--- src/rtl/dds_pkg.sv ---
// Shared types and constants for the DDS serial update responder.
package dds_pkg;

    typedef enum logic [1:0] {
        ST_IDLE,
        ST_INSTR,
        ST_DATA,
        ST_DRAIN
    } state_t;

    typedef enum logic [1:0] {
        TGT_NONE,
        TGT_FREQ,
        TGT_PHASE,
        TGT_AMP
    } target_t;

    localparam int ADDR_W   = 13;
    localparam int WCODE_W  = 2;
    localparam int INSTR_W  = 1 + WCODE_W + ADDR_W;
    localparam int CNT_W    = 7;

    localparam int FREQ_W   = 48;
    localparam int PHASE_W  = 14;
    localparam int AMP_W    = 10;

    localparam int FREQ_LEN = 48;
    localparam int WORD_LEN = 16;

    localparam logic [ADDR_W-1:0]  FREQ_ADDR  = 13'h01AB;
    localparam logic [ADDR_W-1:0]  PHASE_ADDR = 13'h01AD;
    localparam logic [ADDR_W-1:0]  AMP_ADDR   = 13'h040C;
    localparam logic [WCODE_W-1:0] W_2B       = 2'b01;
    localparam logic [WCODE_W-1:0] W_STREAM   = 2'b11;

    typedef struct packed {
        logic               rw;
        logic [WCODE_W-1:0] w;
        logic [ADDR_W-1:0]  addr;
    } instr_t;

    // Only writes with the W code matching the register width are accepted.
    function automatic target_t decode_instr(instr_t i);
        target_t t;
        t = TGT_NONE;
        if (!i.rw) begin
            if (i.w == W_STREAM && i.addr == FREQ_ADDR)
                t = TGT_FREQ;
            else if (i.w == W_2B && i.addr == PHASE_ADDR)
                t = TGT_PHASE;
            else if (i.w == W_2B && i.addr == AMP_ADDR)
                t = TGT_AMP;
        end
        return t;
    endfunction

    function automatic logic [CNT_W-1:0] payload_len(target_t t);
        return (t == TGT_FREQ) ? CNT_W'(FREQ_LEN) : CNT_W'(WORD_LEN);
    endfunction

endpackage

--- src/rtl/sync_edge_det.sv ---
// Multi-flop synchronizer with edge detection taken purely from flop outputs.
module sync_edge_det #(
    parameter int STAGES = 2
) (
    input  logic clk_in,
    input  logic rst_in,
    input  logic d_in,
    output logic lvl_out,
    output logic rise_out,
    output logic fall_out
);

    logic [STAGES-1:0] sync_q;
    logic              lvl_d;

    always_ff @(posedge clk_in or posedge rst_in) begin
        if (rst_in) begin
            sync_q <= '0;
            lvl_d  <= 1'b0;
        end else begin
            sync_q <= {sync_q[STAGES-2:0], d_in};
            lvl_d  <= sync_q[STAGES-1];
        end
    end

    assign lvl_out  = sync_q[STAGES-1];
    assign rise_out = sync_q[STAGES-1] & ~lvl_d;
    assign fall_out = ~sync_q[STAGES-1] & lvl_d;

endmodule

--- src/rtl/dds_serial_receiver.sv ---
// Oversampling DDS serial responder: decodes write frames into shadow registers
// and transfers pending shadows to the active outputs on io_update.
module dds_serial_receiver
    import dds_pkg::*;
#(
    parameter int SYNC_STAGES = 2,
    parameter int ERR_CNT_W   = 8
) (
    input  logic                 clk_in,
    input  logic                 rst_in,
    input  logic                 sclk_in,
    input  logic                 csb_in,
    input  logic                 sdio_in,
    input  logic                 io_update_in,
    output logic [FREQ_W-1:0]    freq_out,
    output logic [PHASE_W-1:0]   phase_out,
    output logic [AMP_W-1:0]     amp_out,
    output logic                 freq_upd_out,
    output logic                 phase_upd_out,
    output logic                 amp_upd_out,
    output logic                 frame_err_out,
    output logic [ERR_CNT_W-1:0] err_count_out
);

    logic       sclk_rise, csb_lvl, csb_rise, csb_fall, sdio_lvl, io_rise;
    logic [5:0] unused_edges;

    sync_edge_det #(.STAGES(SYNC_STAGES)) u_sync_sclk (
        .clk_in(clk_in), .rst_in(rst_in), .d_in(sclk_in),
        .lvl_out(unused_edges[0]), .rise_out(sclk_rise), .fall_out(unused_edges[1])
    );
    sync_edge_det #(.STAGES(SYNC_STAGES)) u_sync_csb (
        .clk_in(clk_in), .rst_in(rst_in), .d_in(csb_in),
        .lvl_out(csb_lvl), .rise_out(csb_rise), .fall_out(csb_fall)
    );
    sync_edge_det #(.STAGES(SYNC_STAGES)) u_sync_sdio (
        .clk_in(clk_in), .rst_in(rst_in), .d_in(sdio_in),
        .lvl_out(sdio_lvl), .rise_out(unused_edges[2]), .fall_out(unused_edges[3])
    );
    sync_edge_det #(.STAGES(SYNC_STAGES)) u_sync_io (
        .clk_in(clk_in), .rst_in(rst_in), .d_in(io_update_in),
        .lvl_out(unused_edges[4]), .rise_out(io_rise), .fall_out(unused_edges[5])
    );

    state_t               state, state_nx;
    target_t              tgt, tgt_nx;
    logic [CNT_W-1:0]     bit_cnt;
    logic [INSTR_W-2:0]   instr_sr;
    instr_t               instr_nx;
    logic [FREQ_W-1:0]    data_sr;
    logic                 cnt_clr, shift_instr, shift_data, commit, err;
    logic                 commit_f, commit_p, commit_a;

    logic [FREQ_W-1:0]    freq_sh;
    logic [PHASE_W-1:0]   phase_sh;
    logic [AMP_W-1:0]     amp_sh;
    logic                 pend_f, pend_p, pend_a;

    always_comb begin
        state_nx    = state;
        tgt_nx      = tgt;
        cnt_clr     = 1'b0;
        shift_instr = 1'b0;
        shift_data  = 1'b0;
        commit      = 1'b0;
        err         = 1'b0;
        instr_nx    = {instr_sr, sdio_lvl};
        case (state)
            ST_IDLE: begin
                if (csb_fall) begin
                    state_nx = ST_INSTR;
                    cnt_clr  = 1'b1;
                end else if (!csb_lvl) begin
                    // csb already low (e.g. released from reset mid-frame): skip it
                    state_nx = ST_DRAIN;
                end
            end
            ST_INSTR: begin
                if (csb_rise) begin
                    err      = 1'b1;
                    state_nx = ST_IDLE;
                end else if (sclk_rise) begin
                    shift_instr = 1'b1;
                    if (bit_cnt == CNT_W'(INSTR_W - 1)) begin
                        cnt_clr = 1'b1;
                        tgt_nx  = decode_instr(instr_nx);
                        if (tgt_nx == TGT_NONE) begin
                            err      = 1'b1;
                            state_nx = ST_DRAIN;
                        end else begin
                            state_nx = ST_DATA;
                        end
                    end
                end
            end
            ST_DATA: begin
                if (csb_rise) begin
                    if (bit_cnt == payload_len(tgt))
                        commit = 1'b1;
                    else
                        err = 1'b1;
                    state_nx = ST_IDLE;
                end else if (sclk_rise) begin
                    if (bit_cnt == payload_len(tgt)) begin
                        err      = 1'b1;
                        state_nx = ST_DRAIN;
                    end else begin
                        shift_data = 1'b1;
                    end
                end
            end
            ST_DRAIN: begin
                if (csb_rise)
                    state_nx = ST_IDLE;
            end
            default: state_nx = ST_IDLE;
        endcase
    end

    assign commit_f = commit && (tgt == TGT_FREQ);
    assign commit_p = commit && (tgt == TGT_PHASE);
    assign commit_a = commit && (tgt == TGT_AMP);

    always_ff @(posedge clk_in or posedge rst_in) begin
        if (rst_in) begin
            state   <= ST_IDLE;
            tgt     <= TGT_NONE;
            bit_cnt <= '0;
            instr_sr <= '0;
            data_sr <= '0;
        end else begin
            state <= state_nx;
            tgt   <= tgt_nx;
            if (cnt_clr)
                bit_cnt <= '0;
            else if (shift_instr || shift_data)
                bit_cnt <= bit_cnt + CNT_W'(1);
            if (shift_instr)
                instr_sr <= instr_nx[INSTR_W-2:0];
            if (shift_data)
                data_sr <= {data_sr[FREQ_W-2:0], sdio_lvl};
        end
    end

    // A frame committed in the same cycle as an io_update edge stays pending.
    always_ff @(posedge clk_in or posedge rst_in) begin
        if (rst_in) begin
            freq_sh       <= '0;
            phase_sh      <= '0;
            amp_sh        <= '0;
            pend_f        <= 1'b0;
            pend_p        <= 1'b0;
            pend_a        <= 1'b0;
            freq_out      <= '0;
            phase_out     <= '0;
            amp_out       <= '0;
            freq_upd_out  <= 1'b0;
            phase_upd_out <= 1'b0;
            amp_upd_out   <= 1'b0;
        end else begin
            if (commit_f) freq_sh  <= data_sr;
            if (commit_p) phase_sh <= data_sr[PHASE_W-1:0];
            if (commit_a) amp_sh   <= data_sr[AMP_W-1:0];

            pend_f <= (pend_f & ~io_rise) | commit_f;
            pend_p <= (pend_p & ~io_rise) | commit_p;
            pend_a <= (pend_a & ~io_rise) | commit_a;

            freq_upd_out  <= io_rise & pend_f;
            phase_upd_out <= io_rise & pend_p;
            amp_upd_out   <= io_rise & pend_a;
            if (io_rise && pend_f) freq_out  <= freq_sh;
            if (io_rise && pend_p) phase_out <= phase_sh;
            if (io_rise && pend_a) amp_out   <= amp_sh;
        end
    end

    always_ff @(posedge clk_in or posedge rst_in) begin
        if (rst_in) begin
            frame_err_out <= 1'b0;
            err_count_out <= '0;
        end else begin
            frame_err_out <= err;
            if (err && (err_count_out != '1))
                err_count_out <= err_count_out + ERR_CNT_W'(1);
        end
    end

endmodule

--- config.mk ---
export PLATFORM = sky130hd
export DESIGN_NAME = dds_serial_receiver
export DESIGN_NICKNAME = d
export VERILOG_FILES = /design/src/rtl/dds_pkg.sv /design/src/rtl/sync_edge_det.sv /design/src/rtl/dds_serial_receiver.sv
export SDC_FILE = /design/constraint.sdc
export NUM_CORES = 1
export LEC_CHECK = 0
export ABC_AREA = 1
export BUFFER_PORTS_ARGS = -buffer_cell sky130_fd_sc_hd__clkbuf_2
export CAP_MARGIN = 20
export CORE_MARGIN = 8
export CORE_UTILIZATION = 59
export CTS_CLUSTER_SIZE = 20
export DETAILED_ROUTE_END_ITERATION = 10
export PLACE_DENSITY = 0.87
export SETUP_SLACK_MARGIN = 0.05
export SLEW_MARGIN = 20
export SYNTH_ARGS = -nofsm -noshare
export SYNTH_HDL_FRONTEND = slang
export SYNTH_HIERARCHICAL = 1
export SYNTH_SLANG_ARGS = --single-unit
--- constraint.sdc ---
create_clock -name clk_in -period 8.8 [get_ports clk_in]
set_clock_uncertainty 0.15 [all_clocks]
set_input_delay 0.44 -clock clk_in [delete_from_list [all_inputs] [get_ports clk_in]]
set_output_delay 0.44 -clock clk_in [all_outputs]
set_load 0.01 [all_outputs]
* Yosys cells after proc, flatten, opt, wreduce, memory -nomap -nowiden
Cells that the tools add are included.
** Operators by class
- Bitwise operators :: 19
- Shift-type cells :: 0
- $mul :: 0
- Add/subtract/negate cells :: 2
- Multiplexer cells :: 44
- Div/mod/pow operators :: 0
- Equal/unequal tests :: 20
- Magnitude comparators :: 0
- Reduce and logical (&&, ||, !) cells :: 16
** Operators by type and width (number)
- 2-bit two-way mux :: 17
- 13-bit by 9-bit equality test with 1-bit output, second input constant :: 2
- 1-bit two-way mux :: 21
- 3-bit != test, second input constant :: 5
- 7-bit two-way mux :: 2
- 13-bit by 11-bit equality test with 1-bit output, second input constant :: 1
- 1-bit AND :: 10
- 2-bit equality test, second input constant :: 5
- 1-bit logical AND :: 10
- 8-bit by 1-bit adder with 8-bit output, second input constant :: 1
- 8-bit != test, second input constant :: 1
- 2-bit case mux with 4 select lines :: 1
- 7-bit by 1-bit adder with 7-bit output, second input constant :: 1
- 7-bit by 4-bit equality test with 1-bit output, second input constant :: 1
- 7-bit by 6-bit equality test with 1-bit output :: 1
- 2-bit by 1-bit equality test with 1-bit output, second input constant :: 3
- 6-bit two-way mux :: 1
- 1-bit NOT :: 6
- 6-bit AND reduction :: 1
- 2-bit zero test :: 2
- 1-bit case mux with 2 select lines :: 2
- 4-bit AND reduction :: 1
- 1-bit OR :: 3
- 2-bit != test, second input constant :: 1
- 2 further kinds :: 2
** Storage, ports and cells
- Input port bits :: 6
- Bits in writable memories :: 0
- Bits in latches :: 0
- Memories kept :: 0
- Register bits after elaboration :: 244
- Logic and storage cells :: 127
- Output and inout bits :: 84
- Bits in read-only memories :: 0

* Logic depth before layout (Yosys ltp)
Gate-level depths: netlist of the first run.
- Depth in word-level cells :: 17
- Gate-level depth with buffers :: 14
- Gate-level depth less buffers :: 14

* Modules after synthesis
Netlist of the first run, hierarchy kept.
** By module, submodules not included
- dds_serial_receiver :: times used 1, area each 9218.8 µm², cells an instance 1001, seq. area each 5830.6 µm²
- sync_edge_det :: times used 4, area each 93.8 µm², cells an instance 8, seq. area each 75.1 µm²

* Least setup slack after synthesis of the first run
Ideal clock, no wire load.
- Path type :: reg2reg
- Start :: register bit_cnt[0]
- End :: register phase_sh[2]
- Setup time :: 122 ps
- Stages on the path, launching flop included :: 12
- Required time :: 8528 ps
- Path slack :: 6912 ps
- Buffers on the path :: 2
- Period minus slack after synthesis :: 1888 ps
- Arrival time :: 1616 ps
- Cells stage by stage :: dfrtp_1 > inv_1 > ha_1 > nand3_1 > nor3_1 > nand2_2 > nor3_4 > nand3_1 > buf_6 > buf_8 > nand2_1 > o21ai_1
** Between the ends
- Cells in the longest elaborated chain, start to end :: 5
** RTL lines
- start: declaration :: RTL line dds_serial_receiver.sv:47 : logic [CNT_W-1:0] bit_cnt;
- start signal: assignment :: RTL line dds_serial_receiver.sv:137 : bit_cnt <= bit_cnt + CNT_W'(1);
- 7-bit by 6-bit equality test with 1-bit output :: RTL line dds_serial_receiver.sv:98 : if (bit_cnt == payload_len(tgt))
- 1-bit two-way mux :: RTL line dds_serial_receiver.sv:98
- 1-bit two-way mux :: RTL line dds_serial_receiver.sv:97 : if (csb_rise) begin
- 1-bit two-way mux :: RTL line dds_serial_receiver.sv:68 : case (state)
- 1-bit logical AND :: RTL line dds_serial_receiver.sv:121 : assign commit_p = commit && (tgt == TGT_PHASE);
- end signal: assignment :: RTL line dds_serial_receiver.sv:162 : if (commit_p) phase_sh <= data_sr[PHASE_W-1:0];
- end: declaration :: RTL line dds_serial_receiver.sv:55 : logic [PHASE_W-1:0] phase_sh;
Every way passes these cells.
A chain may end at the register's enable or synchronous reset.

* Worst setup path after layout of the first run
- Start :: register bit_cnt[0]
- End :: register bit_cnt[4]
** Between the ends
- Cells in the longest elaborated chain, start to end :: 7
- Elaborated cells between the ends (all ways) :: 15
- Classes of those cells :: add/sub: 1; eq/ne: 2; mux: 10; reduce/logical: 2
** RTL lines
- 7-bit by 6-bit equality test with 1-bit output :: RTL line dds_serial_receiver.sv:104 : if (bit_cnt == payload_len(tgt)) begin
- 1-bit two-way mux :: RTL line dds_serial_receiver.sv:104
- 1-bit two-way mux :: RTL line dds_serial_receiver.sv:103 : end else if (sclk_rise) begin
- 1-bit two-way mux :: RTL line dds_serial_receiver.sv:97
- 1-bit two-way mux :: RTL line dds_serial_receiver.sv:68
- 1-bit logical OR :: RTL line dds_serial_receiver.sv:136 : else if (shift_instr || shift_data)
- 2-bit nonzero test (no line)
Several ways; a longest one is shown, not always the timed one. The select of a mux whose other input is x is not followed.

==> impl_metrics.json, run 1 <==
{
  "power.switching_mw": 0.628,
  "place_congestion": 0.911,
  "drt_iter0_drc": 569,
  "ant_nets": 0,
  "timing.final.crit_share": 0.326,
  "fin_setup_tns_ps": 0,
  "irDropWorstVdd_v": 0.000161,
  "path_class": "reg -> reg",
  "io_buffers": 89,
  "core_area_sq_um": 15800,
  "die-area_sq_um": 20500,
  "cellPowerDensity_nw_per_um2": 236,
  "hp-class": "reg -> reg",
  "dpl_cell_area_sq_um": 10100,
  "synthesis.area_sq_um": 9540,
  "slowest_delay_ps": 650,
  "post-place-cells": 1291,
  "vias": 7129,
  "crit_slowest_cell": "buf_4",
  "antenna_found_initial": 0,
  "required_ps": 9030,
  "power_frac_clock": 0.439,
  "final-seq-area_sq_um": 6110,
  "h-tree-depth": 1,
  "grt_use_total": 0.206,
  "crit_path_cell_trace": "inv_1, ha_1, nand3_1, nor3_1, nand2_2, nand3_2, buf_4, nand2_1, nand2_1, nor3_1, o21ai_0, nor2_1",
  "layout.nets": 1120,
  "slew_viol_final": 0,
  "cp_max_fo": 98,
  "p_sw_frac": 0.240,
  "dr.pass1.iters": 5,
  "hold_violations": 0,
  "seqPwrFrac": 0.466,
  "cts_resized": 0,
  "initial_core_util": 0.603,
  "fill_cells": 1072,
  "grt_pass1_vias": 7184,
  "p_comb_frac": 0.095,
  "drt-wirelength-per-cell_microns": 15.4,
  "max_slew.worst_pin.slew_ps": 911,
  "max_freq_mhz": 348,
  "viasPerCell": 5.32,
  "drc_errors": 0,
  "num_antenna_cells": 0,
  "finalCriticalPeriod_ps": 2870,
  "p_int_mw": 1.99,
  "finalSetupViolCount": 0,
  "cts.path.max_buffers": 3,
  "cts.sinks": 244,
  "cts_setup_buffers": 0,
  "worstPathArrival_ps": 3110,
  "dieHeight_microns": 143,
  "cts_buffers": 24,
  "relSlewSlack": 0.393,
  "outcome": "completed",
  "die_w_microns": 143,
  "critPathBufInv": 2,
  "hpwlAfterDp_mm": 11.8,
  "tritoncts": "built",
  "syn_area_per_cell_sq_um": 9.32,
  "yosys_warnings": 6,
  "design_area_sq_um": 11100,
  "multi_input_area_sq_um": 2840,
  "whs_ps": 198,
  "io_pins": 90,
  "grt_remaining_overflow": 0,
  "num_rows": 46,
  "grt_pass1_wl_mm": 34.4,
  "clkLatencyLatePin_ps": 510,
  "grt_max_degree": 149,
  "p_leak_nw": 5.70,
  "syn-instance-count": 1024,
  "rsz0062_at_grt": "no",
  "layout-drive-gt1-share": 0.135,
  "crit_family": "simple AND/OR/NAND/NOR gates",
  "critPathCaptureType": "flip-flop",
  "cap_violations": 0,
  "routed_wl_mm": 20.7,
  "cts_root_buf": "clkbuf_16",
  "clk_transition_reported_paths_ps": 60,
  "area_growth_syn_to_layout_pct": 15.9,
  "syn-num-nets": 1037,
  "final_cell_count_no_fill": 1339,
  "critPathLaunchType": "flip-flop"
}
[cell usage in the layout, fill, tap and decap left out, drive strengths merged, types with 2 or more instances in the layout]
cell and count:
nand4 11, buf 6, dlygate4sd3 5, dfrtp 244, nor2 28, inv 98, a21oi 9, nor3 6
clkbuf 121, nand3 23, o21ai 143, o211ai 2, clkinv 3, xor2 6, bufinv 6, nand2 396
nor4 2, ha 7
[final cells by class]
| class | count | share of cell area |
|---|---|---|
| inverters | 98 | 0.0339 |
| clock inverters | 10 | 0.0183 |
| multi-input cells | 639 | 0.257 |
| well taps | 216 | 0.0244 |
| repair buffers | 100 | 0.0510 |
| clock buffers | 32 | 0.0635 |
| flip-flops and latches | 244 | 0.552 |
[per-layer routing]
layer,global-route usage,up-vias,wire [microns]
met5,0,-,0
met4,0.0705,0,519
met3,0.0361,53,1220
met2,0.357,218,10400
met1,0.255,3483,8520
li1,-,3375,-
[state kept, by name, indices dropped and copies added (netlist names), 8 cells and up]
name / cells
phase_sh: 14
amp_out: 10
instr_sr: 15
data_sr: 48
freq_out: 48
phase_out: 14
amp_sh: 10
freq_sh: 48
err_count_out: 8
[final timing paths]
path | endpoint | cells after the start | slack, ps | from
worst max-delay path | bit_cnt[4]$_DFFE_PP0P_ | 12 | 5930 | bit_cnt[0]$_DFFE_PP0P_
worst min-delay path | u_sync_io/sync_q[1]$_DFF_PP0_ | 0 | 200 | u_sync_io/sync_q[0]$_DFF_PP0_
worst min register to register | u_sync_io/sync_q[1]$_DFF_PP0_ | 0 | 200 | u_sync_io/sync_q[0]$_DFF_PP0_
min in group asynchronous | u_sync_sdio/sync_q[0]$_DFF_PP0_ | 3 | 280 | rst_in
max in group asynchronous | data_sr[0]$_DFFE_PP0P_ | 5 | 6600 | rst_in
worst max register to register | bit_cnt[4]$_DFFE_PP0P_ | 12 | 5930 | bit_cnt[0]$_DFFE_PP0P_
[worst reg2reg max path, cell delays in order, from the launching register on]
cell     delay (ps)
dfrtp_1         390
inv_1           110
ha_1            150
nand3_1          70
nor3_1          200
nand2_2         140
nand3_2          80
buf_4           650
nand2_1         350
nand2_1         220
nor3_1           60
o21ai_0         150
nor2_1           50
[power by group through the flow]
stage	logic (mW)	clock network (mW)	registers (mW)
floorplan	0.183	0	1.23
global placement	0.233	0	1.23
detailed placement	0.244	0	1.24
CTS	0.247	1.16	1.22
global route	0.291	1.21	1.23
finish	0.249	1.15	1.22
[timing repair]
item | CTS | global route
setup endpoints to repair | 0 | 0
endpoints found under the hold margin | 15 | 0
hold buffers | 5 | 0
[per-stage QoR]
step	setup slack, ps	utilization	power [mW]
finish	5930	0.699	2.61
floorplan	1820	-	1.41
CTS	5880	0.697	2.62
global placement	6080	0.636	1.47
global route	5680	0.699	2.72
detailed placement	5970	0.636	1.48
Power figures use the tool's default switching activity.
==> run 2, diff against run 1 <==
==> constraint.sdc (replaced) <==
create_clock -name clk_in -period 2.8 [get_ports clk_in]
set_clock_uncertainty 0.15 [all_clocks]
set_input_delay 0.14 -clock clk_in [delete_from_list [all_inputs] [get_ports clk_in]]
set_output_delay 0.14 -clock clk_in [all_outputs]
set_load 0.01 [all_outputs]
==> impl_metrics.json, run 2 (same netlist as run 1, synthesis figures left out) <==
{
  "critPathLaunchType": "flip-flop",
  "cp_max_fo": 96,
  "finalSetupViolCount": 0,
  "dp_slack_ps": 563,
  "h-tree-depth": 1,
  "ctsHoldBuffers": 6,
  "grt_pass1_wl_mm": 32.9,
  "core_area_sq_um": 15800,
  "drc_errors": 0,
  "required_ps": 3010,
  "timing.final.crit_share": 0.824,
  "drt-wirelength-per-cell_microns": 14.3,
  "tritoncts": "built",
  "grt_use_total": 0.195,
  "viasPerCell": 5.20,
  "power_frac_clock": 0.425,
  "num_antenna_cells": 0,
  "max_freq_mhz": 433,
  "grt_pass1_vias": 6958,
  "outcome": "completed",
  "r2r_cells": 10,
  "cellPowerDensity_nw_per_um2": 724,
  "routed_wl_mm": 19.2,
  "fill_cells": 1107,
  "p_leak_nw": 5.71,
  "min_from": "io_update_in",
  "wl_met1_mm": 8.20,
  "cts_buffers": 24,
  "irDropWorstVdd_v": 0.000556,
  "clk_transition_reported_paths_ps": 60,
  "cts_root_buf": "clkbuf_16",
  "clkLatencyLatePin_ps": 520,
  "drt_iter0_drc": 523,
  "reg2reg_slack_ps": 490,
  "die_w_microns": 143,
  "rr_startpoint": "bit_cnt[0]$_DFFE_PP0P_",
  "worstPathArrival_ps": 2510,
  "num_rows": 46,
  "hpwlAfterDp_mm": 12.0,
  "post-place-cells": 1297,
  "cap_violations": 0,
  "ant_nets": 0,
  "p_comb_frac": 0.098,
  "io_buffers": 89,
  "cts_resized": 0,
  "p_sw_frac": 0.244,
  "hold_path_depth": 2,
  "path_class": "reg -> reg",
  "area_growth_syn_to_layout_pct": 16.1,
  "whs_ps": 126,
  "finalCriticalPeriod_ps": 2310,
  "hp-class": "in -> reg",
  "slew_viol_final": 0,
  "fin_ws_ps": 492,
  "biggestRegsByFlops": "data_sr (48), freq_out (48), freq_sh (48)",
  "layout-drive-gt1-share": 0.138,
  "met3RoutedLength_mm": 1.17,
  "r2r_end": "freq_sh[43]$_DFFE_PP0P_",
  "dieHeight_microns": 143,
  "dr.pass1.iters": 5,
  "cts_setup_buffers": 0,
  "min_to": "u_sync_io/sync_q[0]$_DFF_PP0_",
  "io_pins": 90,
  "vias": 6994,
  "hold_violations": 0,
  "dr_wl_met2_mm": 9.40,
  "final_cell_count_no_fill": 1346,
  "p_int_mw": 6.06,
  "p_total_mw": 8.02,
  "initial_core_util": 0.603,
  "max_slew.worst_pin.slew_ps": 899,
  "relSlewSlack": 0.401,
  "cts.path.max_buffers": 3,
  "grt_max_degree": 119,
  "critPathCaptureType": "flip-flop",
  "seqPwrFrac": 0.477,
  "layout.nets": 1126,
  "top_layer_used": "met4",
  "place_congestion": 0.844,
  "fin_setup_tns_ps": 0,
  "die-area_sq_um": 20500,
  "grt_remaining_overflow": 0,
  "layout_commonest_cell": "nand2_1",
  "cts.sinks": 244,
  "final_cell_mix": "390 x nand2_1, 244 x dfrtp_1, 97 x inv_1",
  "rsz0062_at_grt": "no",
  "power.switching_mw": 1.96,
  "antenna_found_initial": 0
}
[run 2: power groups by stage]
stage / sequential, mW / clock (mW) / combinational [mW]
after floorplan: 3.87 / 0 / 0.575
after global placement: 3.88 / 0 / 0.744
after detailed placement: 3.89 / 0 / 0.774
after CTS: 3.83 / 3.46 / 0.791
after global routing: 3.85 / 3.60 / 0.911
final: 3.83 / 3.40 / 0.786
[run 2: layout make-up]
type / instances / area [sq um] / share of cell area
Clock buffer: 37 / 749 / 0.0677
Inverter: 98 / 372 / 0.0336
Tap cell: 216 / 270 / 0.0244
Multi-Input combinational cell: 639 / 2840 / 0.256
Clock inverter: 6 / 116 / 0.0105
Sequential cell: 244 / 6110 / 0.551
Timing Repair Buffer: 106 / 626 / 0.0565
[run 2: worst max-delay path: stages (launching register included)]
cell and delay, ps:
dfrtp_1 380, inv_1 120, ha_1 170, nand3_1 70
nor3_1 180, nand2_2 140, nor3_4 190, nand2_2 60
buf_4 380, nand2_1 180, o21ai_0 110
[run 2: how the worst max path moves through the flow]
stage	start	to	slack, ps	cells after the start
after floorplan	rst_in	amp_out[0]$_DFFE_PP0P_	-540	1
after CTS	bit_cnt[0]$_DFFE_PP0P_	freq_sh[43]$_DFFE_PP0P_	490	10
after global routing	bit_cnt[0]$_DFFE_PP0P_	freq_sh[29]$_DFFE_PP0P_	280	10
after global placement	bit_cnt[0]$_DFFE_PP0P_	freq_sh[41]$_DFFE_PP0P_	650	10
final	bit_cnt[0]$_DFFE_PP0P_	freq_sh[43]$_DFFE_PP0P_	490	10
after detailed placement	bit_cnt[0]$_DFFE_PP0P_	freq_sh[24]$_DFFE_PP0P_	560	10
[run 2: layer usage]
metal	vias up	track usage
met5	-	0
met4	0	0.0626
met3	47	0.0321
met2	201	0.324
met1	3354	0.258
li1	3392	-
[run 2: stage by stage]
stage / util / instance area (sq um)
global placement: 0.641 / 10100
global route: 0.700 / 11100
finish: 0.700 / 11100
detailed placement: 0.641 / 10100
floorplan: - / 9540
CTS: 0.700 / 11100
==> run 3, diff against run 2 <==
==> constraint.sdc (replaced) <==
create_clock -name clk_in -period 2.2 [get_ports clk_in]
set_clock_uncertainty 0.15 [all_clocks]
set_input_delay 0.11 -clock clk_in [delete_from_list [all_inputs] [get_ports clk_in]]
set_output_delay 0.11 -clock clk_in [all_outputs]
set_load 0.01 [all_outputs]
==> impl_metrics.json, run 3 (same netlist as run 1, synthesis figures left out) <==
{
  "outcome": "finished, violations left",
  "violations": "negative setup slack",
  "grt_pass1_vias": 7097,
  "grt_max_degree": 86,
  "hp-class": "in -> async",
  "io_pins": 90,
  "antenna_found_initial": 0,
  "h-tree-depth": 1,
  "num_antenna_cells": 0,
  "final_cell_mix": "360 x nand2_1, 244 x dfrtp_1, 94 x inv_1",
  "critPathCaptureType": "flip-flop",
  "dpl_cell_area_sq_um": 10200,
  "grt_use_total": 0.206,
  "die-area_sq_um": 20500,
  "critPathLaunchType": "flip-flop",
  "worstPathArrival_ps": 2500,
  "io_buffers": 89,
  "cap_violations": 0,
  "grt_pass1_wl_mm": 34.6,
  "layout_commonest_cell": "nand2_1",
  "num_rows": 46,
  "layout-drive-gt1-share": 0.203,
  "timing.final.crit_share": 1.01,
  "drt_iter0_drc": 924,
  "tritoncts": "built",
  "cts_root_buf": "clkbuf_16",
  "cts.sinks": 244,
  "finalCriticalPeriod_ps": 2220,
  "clk_transition_reported_paths_ps": 60,
  "grt_remaining_overflow": 0,
  "slew_viol_final": 0,
  "required_ps": 2480,
  "max_slew.worst_pin.slew_ps": 531,
  "dr.pass1.iters": 6,
  "die_w_microns": 143,
  "whs_ps": 19.6,
  "ant_nets": 0,
  "fill_cells": 980,
  "core_area_sq_um": 15800,
  "place_congestion": 0.863,
  "irDropWorstVdd_v": 0.000788,
  "vias": 7663,
  "max_freq_mhz": 450,
  "multi_input_area_sq_um": 3140,
  "cellPowerDensity_nw_per_um2": 857,
  "area_growth_syn_to_layout_pct": 22.6,
  "cp_max_fo": 14,
  "routed_wl_mm": 24.7,
  "cts_buffers": 24,
  "fin_ws_ps": -21.4,
  "layout.nets": 1151,
  "p_leak_nw": 5.96,
  "initial_core_util": 0.603,
  "biggestRegsByFlops": "data_sr (48), freq_out (48), freq_sh (48)",
  "design_area_sq_um": 11700,
  "clkLatencyLatePin_ps": 510,
  "hpwlAfterDp_mm": 12.3,
  "path_class": "reg -> reg",
  "final_util": 0.739,
  "hold_violations": 0,
  "cts.path.max_buffers": 3,
  "rsz0062_at_grt": "yes",
  "finalSetupViolCount": 5,
  "relSlewSlack": 0.645,
  "dieHeight_microns": 143,
  "drt-wirelength-per-cell_microns": 18.1,
  "final-seq-area_sq_um": 6110,
  "drc_errors": 0,
  "viasPerCell": 5.61
}
[run 3: changes by cell type in the layout (fill, tap and decap cells not counted), sizes merged]
cell / change
clkinvlp: +1
buf: +17
bufinv: -2
nand2: +1
clkbuf: +4
[run 3: timing repair]
item | in CTS | in global routing
pin swaps | 0 | 6
endpoints found under the setup margin | 2 | 91
hold buffers | 6 | 0
resized for setup | 2 | 96
gates cloned | 0 | 13
hold endpoints to repair | 248 | 0
setup buffers | 0 | 7
[run 3: area by class of cell]
cell class,count,share of cell area
flip-flops and latches,244,0.522
clock buffers,34,0.0606
repair buffers,130,0.0890
inverters,98,0.0318
well taps,216,0.0231
multi-input cells,640,0.268
clock inverters,5,0.00545
[run 3: critical path: stages (launching register included)]
cell and delay (ps):
dfrtp_1 390, inv_2 110, ha_4 140, nand3_2 80
nor3_2 230, nand2_2 140, nor3_4 220, buf_12 170
nand3_4 120, clkbuf_16 220, o21ai_1 170
[run 3: stage by stage]
stage	setup TNS, ps	total power [mW]	std cells	setup slack [ps]
final	-42.2	10.0	1367	-21.4
after global routing	-3320	10.4	1367	-102
after CTS	0	9.93	1347	87.7
after detailed placement	0	5.94	1302	88.7
after global placement	0	5.89	1302	167
after floorplan	-258610	5.66	1024	-1110
[run 3: path summary, 6_finish.rpt]
| check | start | end | slack [ps] | cells after the start |
|---|---|---|---|---|
| max in group asynchronous | rst_in | freq_sh[26]$_DFFE_PP0P_ | 1150 | 4 |
| min in group clk_in | csb_in | u_sync_csb/sync_q[0]$_DFF_PP0_ | 90 | 2 |
| setup reg to reg | bit_cnt[0]$_DFFE_PP0P_ | phase_sh[8]$_DFFE_PP0P_ | -20 | 10 |
| hold / removal | rst_in | instr_sr[4]$_DFFE_PP0P_ | 20 | 3 |
| hold reg to reg | u_sync_sdio/sync_q[0]$_DFF_PP0_ | u_sync_sdio/sync_q[1]$_DFF_PP0_ | 190 | 0 |
| setup / recovery | bit_cnt[0]$_DFFE_PP0P_ | phase_sh[8]$_DFFE_PP0P_ | -20 | 10 |
[run 3: report_power, final]
| group | switching [mW] | internal [mW] | leakage (nW) |
|---|---|---|---|
| logic | 0.754 | 0.369 | 2.23 |
| registers | 0.172 | 4.71 | 3.36 |
| clock network | 1.67 | 2.35 | 0.378 |
| total | 2.59 | 7.43 | 5.96 |
[run 3: routing by layer]
layer | vias to the layer above | track usage | part of all wire
met4 | 0 | 0.0632 | 0.043
met5 | - | 0 | 0
li1 | 3449 | - | -
met2 | 421 | 0.354 | 0.50
met1 | 3699 | 0.268 | 0.38
met3 | 94 | 0.0277 | 0.077
